`config.mk`:
```
export PLATFORM = sky130hd
export DESIGN_NAME = calc_entry_ctrl
export DESIGN_NICKNAME = d
export VERILOG_FILES = /design/src/rtl/calc_entry_ctrl.sv
export SDC_FILE = /design/constraint.sdc
export NUM_CORES = 1
export LEC_CHECK = 0
export BUFFER_PORTS_ARGS = -buffer_cell sky130_fd_sc_hd__buf_2
export CAP_MARGIN = 20
export CELL_PAD_IN_SITES_DETAIL_PLACEMENT = 0
export CELL_PAD_IN_SITES_GLOBAL_PLACEMENT = 1
export CORE_MARGIN = 2
export CORE_UTILIZATION = 40
export CTS_CLUSTER_DIAMETER = 150
export DETAILED_ROUTE_END_ITERATION = 12
export PLACE_DENSITY = 0.72
export REMOVE_ABC_BUFFERS = 1
export SETUP_SLACK_MARGIN = 0.3
export SKIP_CTS_REPAIR_TIMING = 1
export SLEW_MARGIN = 20
export SYNTH_ARGS = -nofsm -noshare
export SYNTH_HDL_FRONTEND = slang
export SYNTH_SLANG_ARGS = --single-unit
export TNS_END_PERCENT = 50
```
`constraint.sdc`:
```
create_clock -name clk -period 3.9 [get_ports clk]
set_input_delay 0.39 -clock clk [delete_from_list [all_inputs] [get_ports clk]]
set_output_delay 0.39 -clock clk [all_outputs]
set_load 0.05 [all_outputs]
```
`src/rtl/calc_entry_ctrl.sv`:
```
// ---------------------------------------------------------------------------
// calc_entry_ctrl
//
// Keypad / operator entry sequencer for the calculator. Level switch inputs
// are turned into single key events, two BCD operands and an opcode are
// assembled, the ALU is driven through a start/done handshake and the LCD
// driver is told what to show and when to redraw.
//
// Ports
//   clk        in   system clock, everything on the rising edge
//   rst        in   synchronous active-high reset
//   swp[11:0]  in   keypad levels: [11..3]=digits 1..9, [2]='*' clear,
//                   [1]='0', [0]='#' backspace
//   swd[7:0]   in   operator levels: [7]=+ [6]=- [5]=x [4]=/ [3:1] unused,
//                   [0]='='
//   op_a       out  operand A, BCD, least significant digit in [3:0]
//   op_b       out  operand B, BCD
//   op_code    out  0=add 1=sub 2=mul 3=div
//   alu_start  out  one-cycle start pulse to the ALU
//   alu_done   in   ALU result valid pulse
//   alu_err    in   qualified by alu_done; overflow / divide-by-zero
//   disp_sel   out  0=A 1=B 2=ALU result 3="Err"
//   disp_upd   out  one-cycle pulse: LCD redraws according to disp_sel
//   busy       out  high while the ALU operation is in flight
// ---------------------------------------------------------------------------
module calc_entry_ctrl #(
  parameter int MAX_DIGITS  = 4,
  parameter int ALU_TIMEOUT = 1024
) (
  input  logic                    clk,
  input  logic                    rst,
  input  logic [11:0]             swp,
  input  logic [7:0]              swd,
  output logic [4*MAX_DIGITS-1:0] op_a,
  output logic [4*MAX_DIGITS-1:0] op_b,
  output logic [1:0]              op_code,
  output logic                    alu_start,
  input  logic                    alu_done,
  input  logic                    alu_err,
  output logic [1:0]              disp_sel,
  output logic                    disp_upd,
  output logic                    busy
);

  localparam int OPW   = 4 * MAX_DIGITS;
  localparam int CW    = $clog2(MAX_DIGITS + 1);
  localparam int TW    = $clog2(ALU_TIMEOUT + 1);
  localparam int KEY_W = 20;

  localparam logic [CW-1:0]    CNT_FULL = CW'(MAX_DIGITS);
  localparam logic [CW-1:0]    CNT_ONE  = CW'(1);
  localparam logic [TW-1:0]    TMR_LAST = TW'(ALU_TIMEOUT - 1);
  localparam logic [TW-1:0]    TMR_ONE  = TW'(1);
  localparam logic [KEY_W-1:0] KEY_ONE  = KEY_W'(1);
  // swd[3:1] are not keys at all: they never generate an event and never
  // make a real key press look like a multi-key chord.
  localparam logic [KEY_W-1:0] LIVE_MASK = 20'hFFFF1;

  localparam logic [1:0] SEL_A   = 2'd0;
  localparam logic [1:0] SEL_B   = 2'd1;
  localparam logic [1:0] SEL_RES = 2'd2;
  localparam logic [1:0] SEL_ERR = 2'd3;

  typedef enum logic [2:0] {
    ST_ENTRY_A,
    ST_ENTRY_B,
    ST_EXEC,
    ST_RESULT,
    ST_ERROR
  } state_t;

  state_t           state;
  logic [KEY_W-1:0] key_prev;
  logic [CW-1:0]    cnt_a;
  logic [CW-1:0]    cnt_b;
  logic [TW-1:0]    timer;

  // -------------------------------------------------------------------------
  // Key event detection. Combined vector: [19:8]=swp, [7:0]=swd.
  // -------------------------------------------------------------------------
  logic [KEY_W-1:0] keys;
  logic [KEY_W-1:0] rise;
  logic             ev_valid;
  logic [4:0]       rise_idx;

  assign keys = {swp, swd};
  assign rise = keys & ~key_prev & LIVE_MASK;

  // Exactly one rising bit: non-zero and a power of two. Chords are dropped.
  assign ev_valid = (rise != '0) && ((rise & (rise - KEY_ONE)) == '0);

  always_comb begin
    rise_idx = '0;
    for (int i = 0; i < KEY_W; i++) begin
      if (rise[i]) begin
        rise_idx = 5'(i);
      end
    end
  end

  // Decoded event, acted upon by the FSM at the same clock edge, so its
  // effect is visible in the cycle after the rising level was seen.
  logic       key_digit;
  logic [3:0] key_val;
  logic       key_op;
  logic [1:0] op_val;
  logic       key_eq;
  logic       key_clear;
  logic       key_back;

  always_comb begin
    key_digit = 1'b0;
    key_val   = 4'd0;
    key_op    = 1'b0;
    op_val    = 2'd0;
    key_eq    = 1'b0;
    key_clear = 1'b0;
    key_back  = 1'b0;
    if (ev_valid) begin
      if (rise_idx == 5'd0) begin
        key_eq = 1'b1;
      end else if (rise_idx >= 5'd4 && rise_idx <= 5'd7) begin
        // swd[7..4] map to opcodes 0..3
        key_op = 1'b1;
        op_val = 2'(5'd7 - rise_idx);
      end else if (rise_idx == 5'd8) begin
        key_back = 1'b1;
      end else if (rise_idx == 5'd9) begin
        key_digit = 1'b1;
        key_val   = 4'd0;
      end else if (rise_idx == 5'd10) begin
        key_clear = 1'b1;
      end else if (rise_idx >= 5'd11) begin
        // swp[3..11] sit at combined index 11..19 -> digits 1..9
        key_digit = 1'b1;
        key_val   = 4'(rise_idx - 5'd10);
      end
    end
  end

  // -------------------------------------------------------------------------
  // Digit acceptance: operand not full, and no leading zero on an empty one.
  // -------------------------------------------------------------------------
  logic           digit_ok_a;
  logic           digit_ok_b;
  logic [OPW-1:0] a_push;
  logic [OPW-1:0] b_push;
  logic [OPW-1:0] digit_ext;

  assign digit_ext  = OPW'(key_val);
  assign digit_ok_a = key_digit && (cnt_a != CNT_FULL) &&
                      !((key_val == 4'd0) && (cnt_a == '0));
  assign digit_ok_b = key_digit && (cnt_b != CNT_FULL) &&
                      !((key_val == 4'd0) && (cnt_b == '0));
  assign a_push     = (op_a << 4) | digit_ext;
  assign b_push     = (op_b << 4) | digit_ext;

  // -------------------------------------------------------------------------
  // Main sequencer. All outputs are registered here.
  // -------------------------------------------------------------------------
  always_ff @(posedge clk) begin
    if (rst) begin
      state     <= ST_ENTRY_A;
      key_prev  <= '0;
      op_a      <= '0;
      op_b      <= '0;
      op_code   <= 2'd0;
      cnt_a     <= '0;
      cnt_b     <= '0;
      timer     <= '0;
      alu_start <= 1'b0;
      disp_sel  <= SEL_A;
      // Held high through reset so the LCD gets one initial redraw in the
      // first cycle after reset is released.
      disp_upd  <= 1'b1;
      busy      <= 1'b0;
    end else begin
      key_prev  <= keys;
      alu_start <= 1'b0;
      disp_upd  <= 1'b0;

      if (key_clear && state != ST_EXEC) begin
        // '*' is a global escape except while the ALU owns the operands.
        state    <= ST_ENTRY_A;
        op_a     <= '0;
        op_b     <= '0;
        op_code  <= 2'd0;
        cnt_a    <= '0;
        cnt_b    <= '0;
        timer    <= '0;
        disp_sel <= SEL_A;
        disp_upd <= 1'b1;
      end else begin
        case (state)
          ST_ENTRY_A: begin
            if (digit_ok_a) begin
              op_a     <= a_push;
              cnt_a    <= cnt_a + CNT_ONE;
              disp_upd <= 1'b1;
            end else if (key_back && cnt_a != '0) begin
              op_a     <= op_a >> 4;
              cnt_a    <= cnt_a - CNT_ONE;
              disp_upd <= 1'b1;
            end else if (key_op) begin
              op_code  <= op_val;
              state    <= ST_ENTRY_B;
              disp_sel <= SEL_B;
              disp_upd <= 1'b1;
            end
          end

          ST_ENTRY_B: begin
            if (digit_ok_b) begin
              op_b     <= b_push;
              cnt_b    <= cnt_b + CNT_ONE;
              disp_upd <= 1'b1;
            end else if (key_back && cnt_b != '0) begin
              op_b     <= op_b >> 4;
              cnt_b    <= cnt_b - CNT_ONE;
              disp_upd <= 1'b1;
            end else if (key_op && cnt_b == '0) begin
              // Operator can still be changed until B has a digit; the
              // display content does not change, so no redraw.
              op_code <= op_val;
            end else if (key_eq) begin
              state     <= ST_EXEC;
              alu_start <= 1'b1;
              busy      <= 1'b1;
              timer     <= '0;
            end
          end

          ST_EXEC: begin
            // alu_done wins over a timeout landing in the same cycle.
            if (alu_done) begin
              busy     <= 1'b0;
              timer    <= '0;
              disp_upd <= 1'b1;
              if (alu_err) begin
                state    <= ST_ERROR;
                disp_sel <= SEL_ERR;
              end else begin
                state    <= ST_RESULT;
                disp_sel <= SEL_RES;
              end
            end else if (timer == TMR_LAST) begin
              // ALU_TIMEOUT cycles spent in EXEC with no answer.
              busy     <= 1'b0;
              timer    <= '0;
              state    <= ST_ERROR;
              disp_sel <= SEL_ERR;
              disp_upd <= 1'b1;
            end else begin
              timer <= timer + TMR_ONE;
            end
          end

          ST_RESULT: begin
            // A digit starts a fresh calculation with that digit in A.
            if (key_digit) begin
              op_a     <= digit_ext;
              cnt_a    <= (key_val != 4'd0) ? CNT_ONE : '0;
              op_b     <= '0;
              cnt_b    <= '0;
              state    <= ST_ENTRY_A;
              disp_sel <= SEL_A;
              disp_upd <= 1'b1;
            end
          end

          ST_ERROR: begin
            // Only '*' (handled above) leaves this state.
          end

          default: begin
            state    <= ST_ENTRY_A;
            busy     <= 1'b0;
            disp_sel <= SEL_A;
            disp_upd <= 1'b1;
          end
        endcase
      end
    end
  end

endmodule

```
[Word-level counts from Yosys, hierarchy flattened]
Index checks and enable logic that the tools add are counted.
Word-level totals
  logic and storage cells: 210
  bits of input ports: 24
  bits in registers: 79
  output and inout port bits: 39
Operators by class
  eq/ne operators: 23
  $lt $le $gt $ge: 3
  bitwise operators: 10
  add/subtract/negate cells: 8
  reduce and logical (&&, ||, !) cells: 39
  multiplexer cells: 115
Operators by type and width (number)
  2-to-1 mux 16 bit: 6
  2-to-1 mux 11 bit: 6
  one-hot mux 16 bit (2 select lines): 2
  2-to-1 mux 3 bit: 20
  2-to-1 mux 5 bit: 10
  AND 20 bit: 2
  2-to-1 mux 1 bit: 39
  2-to-1 mux 4 bit: 9
  bitwise OR 16 x 4 -> 16 bit: 2
  2-to-1 mux 2 bit: 15
  one-hot mux 11 bit (2 select lines): 1
  zero test 20 bit: 1
  NOT 20 bit: 1
  nonzero test 20 bit: 1
  subtractor 20 x 1 -> 20 bit, second input constant: 1
  != test 2 bit, second input constant: 9
  equality test 5 x 4 -> 1 bit, second input constant: 3
  != test 3 bit, second input constant: 5
  one-hot mux 3 bit (5 select lines): 1
  AND reduction 7 bit: 2
  logical AND 1 bit: 12
  one-hot mux 3 bit (2 select lines): 2
  adder 11 x 1 -> 11 bit, second input constant: 1
  equality test 11 x 10 -> 1 bit, second input constant: 1
  other kinds (30): 46

[Logic depth before layout (Yosys ltp)]
  word-level depth: 32
  depth in mapped cells: 18
  mapped depth without buffers: 16

[Worst setup path before layout]
Ideal clock, no wire load.
  path type: input port to flip-flop
  start: in swp[3]
  end: reg cnt_b[2]
  slack: 412 ps
  path buffers: 2
  stages on the path: 18
  required time: 3768 ps
  library setup time: 132 ps
  data arrival time: 3356 ps
  path through: and2b_1 > nor2_1 > a31oi_1 > a21oi_1 > inv_1 > ha_1 > o211ai_1 > o21bai_1 > o21ai_0 > and2_1 > buf_2 > buf_2 > inv_1 > fa_1 > inv_1 > and3_1 > nand4bb_1 > o211ai_1
On the way
  longest elaborated chain between the ends: 24
  elaborated cells between the ends (all ways): 61
  those cells by class: add/sub (2); order compare (3); eq/ne (5); mux (35); bitwise (2); reduce/logical (14)
Ends and longest elaborated chain
  start, declared: line 32  | input logic [11:0] swp,
  AND 20 bit *: line 87  | assign rise = keys & ~key_prev & LIVE_MASK;
  2-to-1 mux 5 bit (9 in a row): line 95  | if (rise[i]) begin
  subtractor 4 bit / greater-or-equal comparator 5 x 4 -> 1 bit (equally long branches): line 136, 133
  2-to-1 mux 4 bit: line 133  | end else if (rise_idx >= 5'd11) begin
  2-to-1 mux 4 bit: line 131  | end else if (rise_idx == 5'd10) begin
  2-to-1 mux 4 bit: line 128  | end else if (rise_idx == 5'd9) begin
  2-to-1 mux 4 bit: line 126  | end else if (rise_idx == 5'd8) begin
  2-to-1 mux 4 bit: line 122  | end else if (rise_idx >= 5'd4 && rise_idx <= 5'd7) begin
  2-to-1 mux 4 bit: line 120  | if (rise_idx == 5'd0) begin
  2-to-1 mux 4 bit: line 119  | if (ev_valid) begin
  zero test 4 bit: line 154  | !((key_val == 4'd0) && (cnt_b == '0));
  logical AND 1 bit: line 154
  zero test 1 bit: line 154
  logical AND 1 bit: line 153  | assign digit_ok_b = key_digit && (cnt_b != CNT_FULL) &&
  != test 3 bit (no line) / 2-to-1 mux 3 bit (equally long branches)
  AND reduction 3 bit (no line) / one-hot mux 3 bit (2 select lines) (equally long branches)
  end signal, assigned: line 215  | cnt_b <= cnt_b + CNT_ONE;
  end signal, assigned: line 219  | cnt_b <= cnt_b - CNT_ONE;
  end, declared: line 75  | logic [CW-1:0] cnt_b;
Every way passes the cells marked *; elsewhere a longest branch is shown, timed or not.
A chain may end at the register's enable or synchronous reset.

[Final worst setup path]
  start: reg key_prev[11]
  end: reg cnt_b[2]
On the way
  longest elaborated chain between the ends: 25
  elaborated cells between the ends (all ways): 62
  those cells by class: add/sub (2); order compare (3); eq/ne (5); mux (35); bitwise (3); reduce/logical (14)
Ends and longest elaborated chain
  start, declared: line 73  | logic [KEY_W-1:0] key_prev;
  start signal, assigned: line 178  | key_prev <= keys;
  NOT 20 bit *: line 87
  AND 20 bit *: line 87
  2-to-1 mux 5 bit (9 in a row): line 95
  subtractor 4 bit / greater-or-equal comparator 5 x 4 -> 1 bit (equally long branches): line 136, 133
  2-to-1 mux 4 bit: line 133
  2-to-1 mux 4 bit: line 131
  2-to-1 mux 4 bit: line 128
  2-to-1 mux 4 bit: line 126
  2-to-1 mux 4 bit: line 122
  2-to-1 mux 4 bit: line 120
  2-to-1 mux 4 bit: line 119
  zero test 4 bit: line 154
  logical AND 1 bit: line 154
  zero test 1 bit: line 154
  logical AND 1 bit: line 153
  != test 3 bit (no line) / 2-to-1 mux 3 bit (equally long branches)
  AND reduction 3 bit (no line) / one-hot mux 3 bit (2 select lines) (equally long branches)
Marked as above.

==> out/qor.yml <==
drt:
  wl_per_cell_microns: 16.2
  drc_errors: 0
  drt_pass1_iterations: 4
  ant_nets: 0
  via_per_inst: 5.63
  wirelength_microns: 10800
  drt_iter0_markers: 207
  num_vias: 3758
sta:
  slew_viol_final: 0
  finalWorstPathRequiredPeriod_ns: 3.30
  period_share_pct: 84.6
  slew_headroom_pct: 47.3
  clock_skew_ns: 0.0117
  finalSetupTns_ns: 0
  fin_ws_ns: 0.602
  max_freq_mhz: 303
  tightest_slew_ns: 0.788
  finalSetupViolations: 0
  grt_setup_unrepaired: "true"
  hold_viol: 0
yosys:
  synth.most_common_cell: "dfxtp_1"
  synth_cell_types: 74
  synth-seq-cells: 76
  synth_common_cells: "dfxtp_1 (76), nor2_1 (36), nor2b_1 (28), nand2_1 (26), a21oi_1 (25)"
  synth_edf_count: 0
  ys_seq_area_share_pct: 35.9
  synth_top_area_cell: "dfxtp_1"
  synth_compound_area_share_pct: 27.2
  synth_area_sq_mm: 0.00424
  synthAdderAreaFrac_pct: 1.53
  async_flop_share_pct: 0
  syn_avg_cell_area_sq_um: 9.18
  ys.flop_type: "dfxtp_1"
  synthTopCellsByArea: "dfxtp_1 (36%), mux2i_1 (5.2%), nor2b_1 (4.1%)"
  synthXorXnorAreaFrac_pct: 1.65
  synth.mux.area_fraction_pct: 5.19
  synth_top_family_by_area: "compound AO/OA/AOI/OAI gates"
  syn_inst: 462
  synthSimpleGateAreaFrac_pct: 25.3
  synth_top_area_share_pct: 35.9
  yosysWarningCount: 0
power:
  power_switching_w: 0.000426
  vdd_drop_max_uv: 222
  pwr-share-comb_pct: 9.7
  internal_power_w: 0.00116
  swShare_pct: 26.8
  p_clk_share_pct: 40.6
  power_leakage_nw: 1.83
  powerDensity_mw_per_mm2: 324
  finalPower_w: 0.00159
  seq_power_share_pct: 49.7
critical_path:
  max_stage_delay_ns: 0.35
  cp_common_cell: "inv_1"
  startpoint_type: "register"
  crit_arrival_ns: 3.52
  path_cells: "and2b_1 -> nor2_1 -> a31oi_1 -> a21oi_1 -> inv_1 -> ha_1 -> o211ai_1 -> o21bai_1 -> o21ai_0 -> and2_1 -> inv_1 -> fa_1 -> inv_1 -> and3_1 -> nand4bb_1 -> o211ai_1"
  cp_slowest_cell: "fa_1"
  end_kind: "register"
  crit_required_ns: 4.12
  crit_type: "register to register"
  cp_max_fo: 5
final_layout:
  syn_to_final_growth_pct: 15.6
  utilization_pct: 47.5
  drive_gt1_share_pct: 23.9
  n_antenna_cell: 0
  layout.cells.non_filler: 667
  final_nets: 554
placement:
  dp_hpwl_microns: 7940
  io_buffer_count: 59
  placedCellCount: 651
  place.gp.congestion: 0.863
  dp_worst_setup_slack_ns: 0.356
outcome:
  status: "finished clean"
clocking:
  insertion_delay_ns: 0.35
  h-tree-depth: 3
  cts_made_buffers: 9
  cts_root_buf: "clkbuf_8"
  clk_pin_slew_ns: 0.08
  numClockSinks: 76
  cts_buffer_depth: 2
  cts_tree: "done"
global_route:
  grt_max_degree: 22
  grt_pass1_wl_microns: 18200
  grt_overflow: 0
  antenna_found_initial: 0
  grt_pass1_vias: 3712
  gr-usage-all-layers_pct: 19.7
floorplan:
  die_width_microns: 107
  ios: 63
  core_area_sq_mm: 0.0103
  std_cell_rows: 37
  dieHeight_microns: 107
  dieArea_sq_mm: 0.0114
  start_util_pct: 41.1
flow_run:
  maxCapViolCount: 0
min_path:
  hold_path.class: "input pin to register"
flip-flops by register name, summed over array words and instances, names as in the netlist:
signal / cells
disp_sel: 2
disp_upd: 1
cnt_a: 3
op_code: 2
op_a: 16
cnt_b: 3
timer: 11
busy: 1
alu_start: 1
state: 3
op_b: 16
key_prev: 17
cells by family after synthesis:
| family | count (synthesis) |
|---|---|
| muxes | 22 |
| AOI/OAI and AO/OA | 141 |
| and+or+nand+nor | 184 |
| adders and majority gates | 4 |
| xor gates and xnor gates | 8 |
| DFF | 76 |
| buffers and inverters | 27 |
placed cells by master, fill, tap and decap left out, types with 5 or more instances in the layout:
cell type and instances:
buf_2 59, o211ai_1 7, nand2b_1 19, o2bb2ai_1 11, o2bb2ai_2 10, or3_1 5, a22o_1 9, nor4_1 5
inv_1 10, and3_1 7, o21ai_0 16, buf_4 11, nor2_1 35, a211oi_1 14, mux2i_1 22, nand4_1 7
clkbuf_8 10, nand3_1 8, dfxtp_1 76, nor2b_1 28, a21oi_1 25, a31oi_1 6, nor3_1 16, nand2_1 26
per-layer routing:
| layer | wire length, microns | vias up | GRT usage, % |
|---|---|---|---|
| li1 | - | 1877 | - |
| met1 | 5290 | 1777 | 27.2 |
| met2 | 4860 | 94 | 31.0 |
| met3 | 524 | 10 | 3.40 |
| met4 | 114 | 0 | 6.96 |
| met5 | 0 | - | 0 |
power groups by stage:
stage               combinational [W]  clock [W]  sequential, W
floorplan                    0.000104          0       0.000809
global placement             0.000152          0       0.000807
detailed placement           0.000153          0       0.000807
CTS                          0.000154   0.000665       0.000789
global route                 0.000172   0.000699       0.000791
finish                       0.000155   0.000645       0.000789
cell type report:
| class | count | area (sq um) |
|---|---|---|
| Multi-Input combinational cell | 359 | 2580 |
| Clock inverter | 6 | 72.6 |
| Inverter | 10 | 37.5 |
| Sequential cell | 76 | 1520 |
| Fill cell | 1037 | 5420 |
| Timing Repair Buffer | 70 | 378 |
| Clock buffer | 10 | 138 |
| Tap cell | 136 | 170 |
worst max-delay path, delay by kind of cell, from the launching register on:
kind            cells  cell delay, ns
simple gates        5            1.00
buf+inv             3            0.19
fa+ha+maj           2            0.66
compound gates      6            1.01
flops               1            0.33
per-stage QoR:
step                      area (sq um)  hold WS, ns
after CTS                         4900        0.253
after floorplan                   4140        0.413
after global routing              4900        0.278
after global placement            4690        0.423
final                             4900        0.268
after detailed placement          4690        0.426
worst paths after layout:
path                           start                      to  slack (ns)  cells past startpoint
max          key_prev[11]$_SDFF_PP0_   cnt_b[2]$_SDFFE_PP0P_        0.60                     16
min                           swd[0]  key_prev[0]$_SDFF_PP0_        0.27                      2
max reg2reg  key_prev[11]$_SDFF_PP0_   cnt_b[2]$_SDFFE_PP0P_        0.60                     16
min reg2reg   timer[10]$_SDFFE_PP0P_  timer[10]$_SDFFE_PP0P_        0.44                      2
No activity file was read; power rests on OpenSTA's default activity.
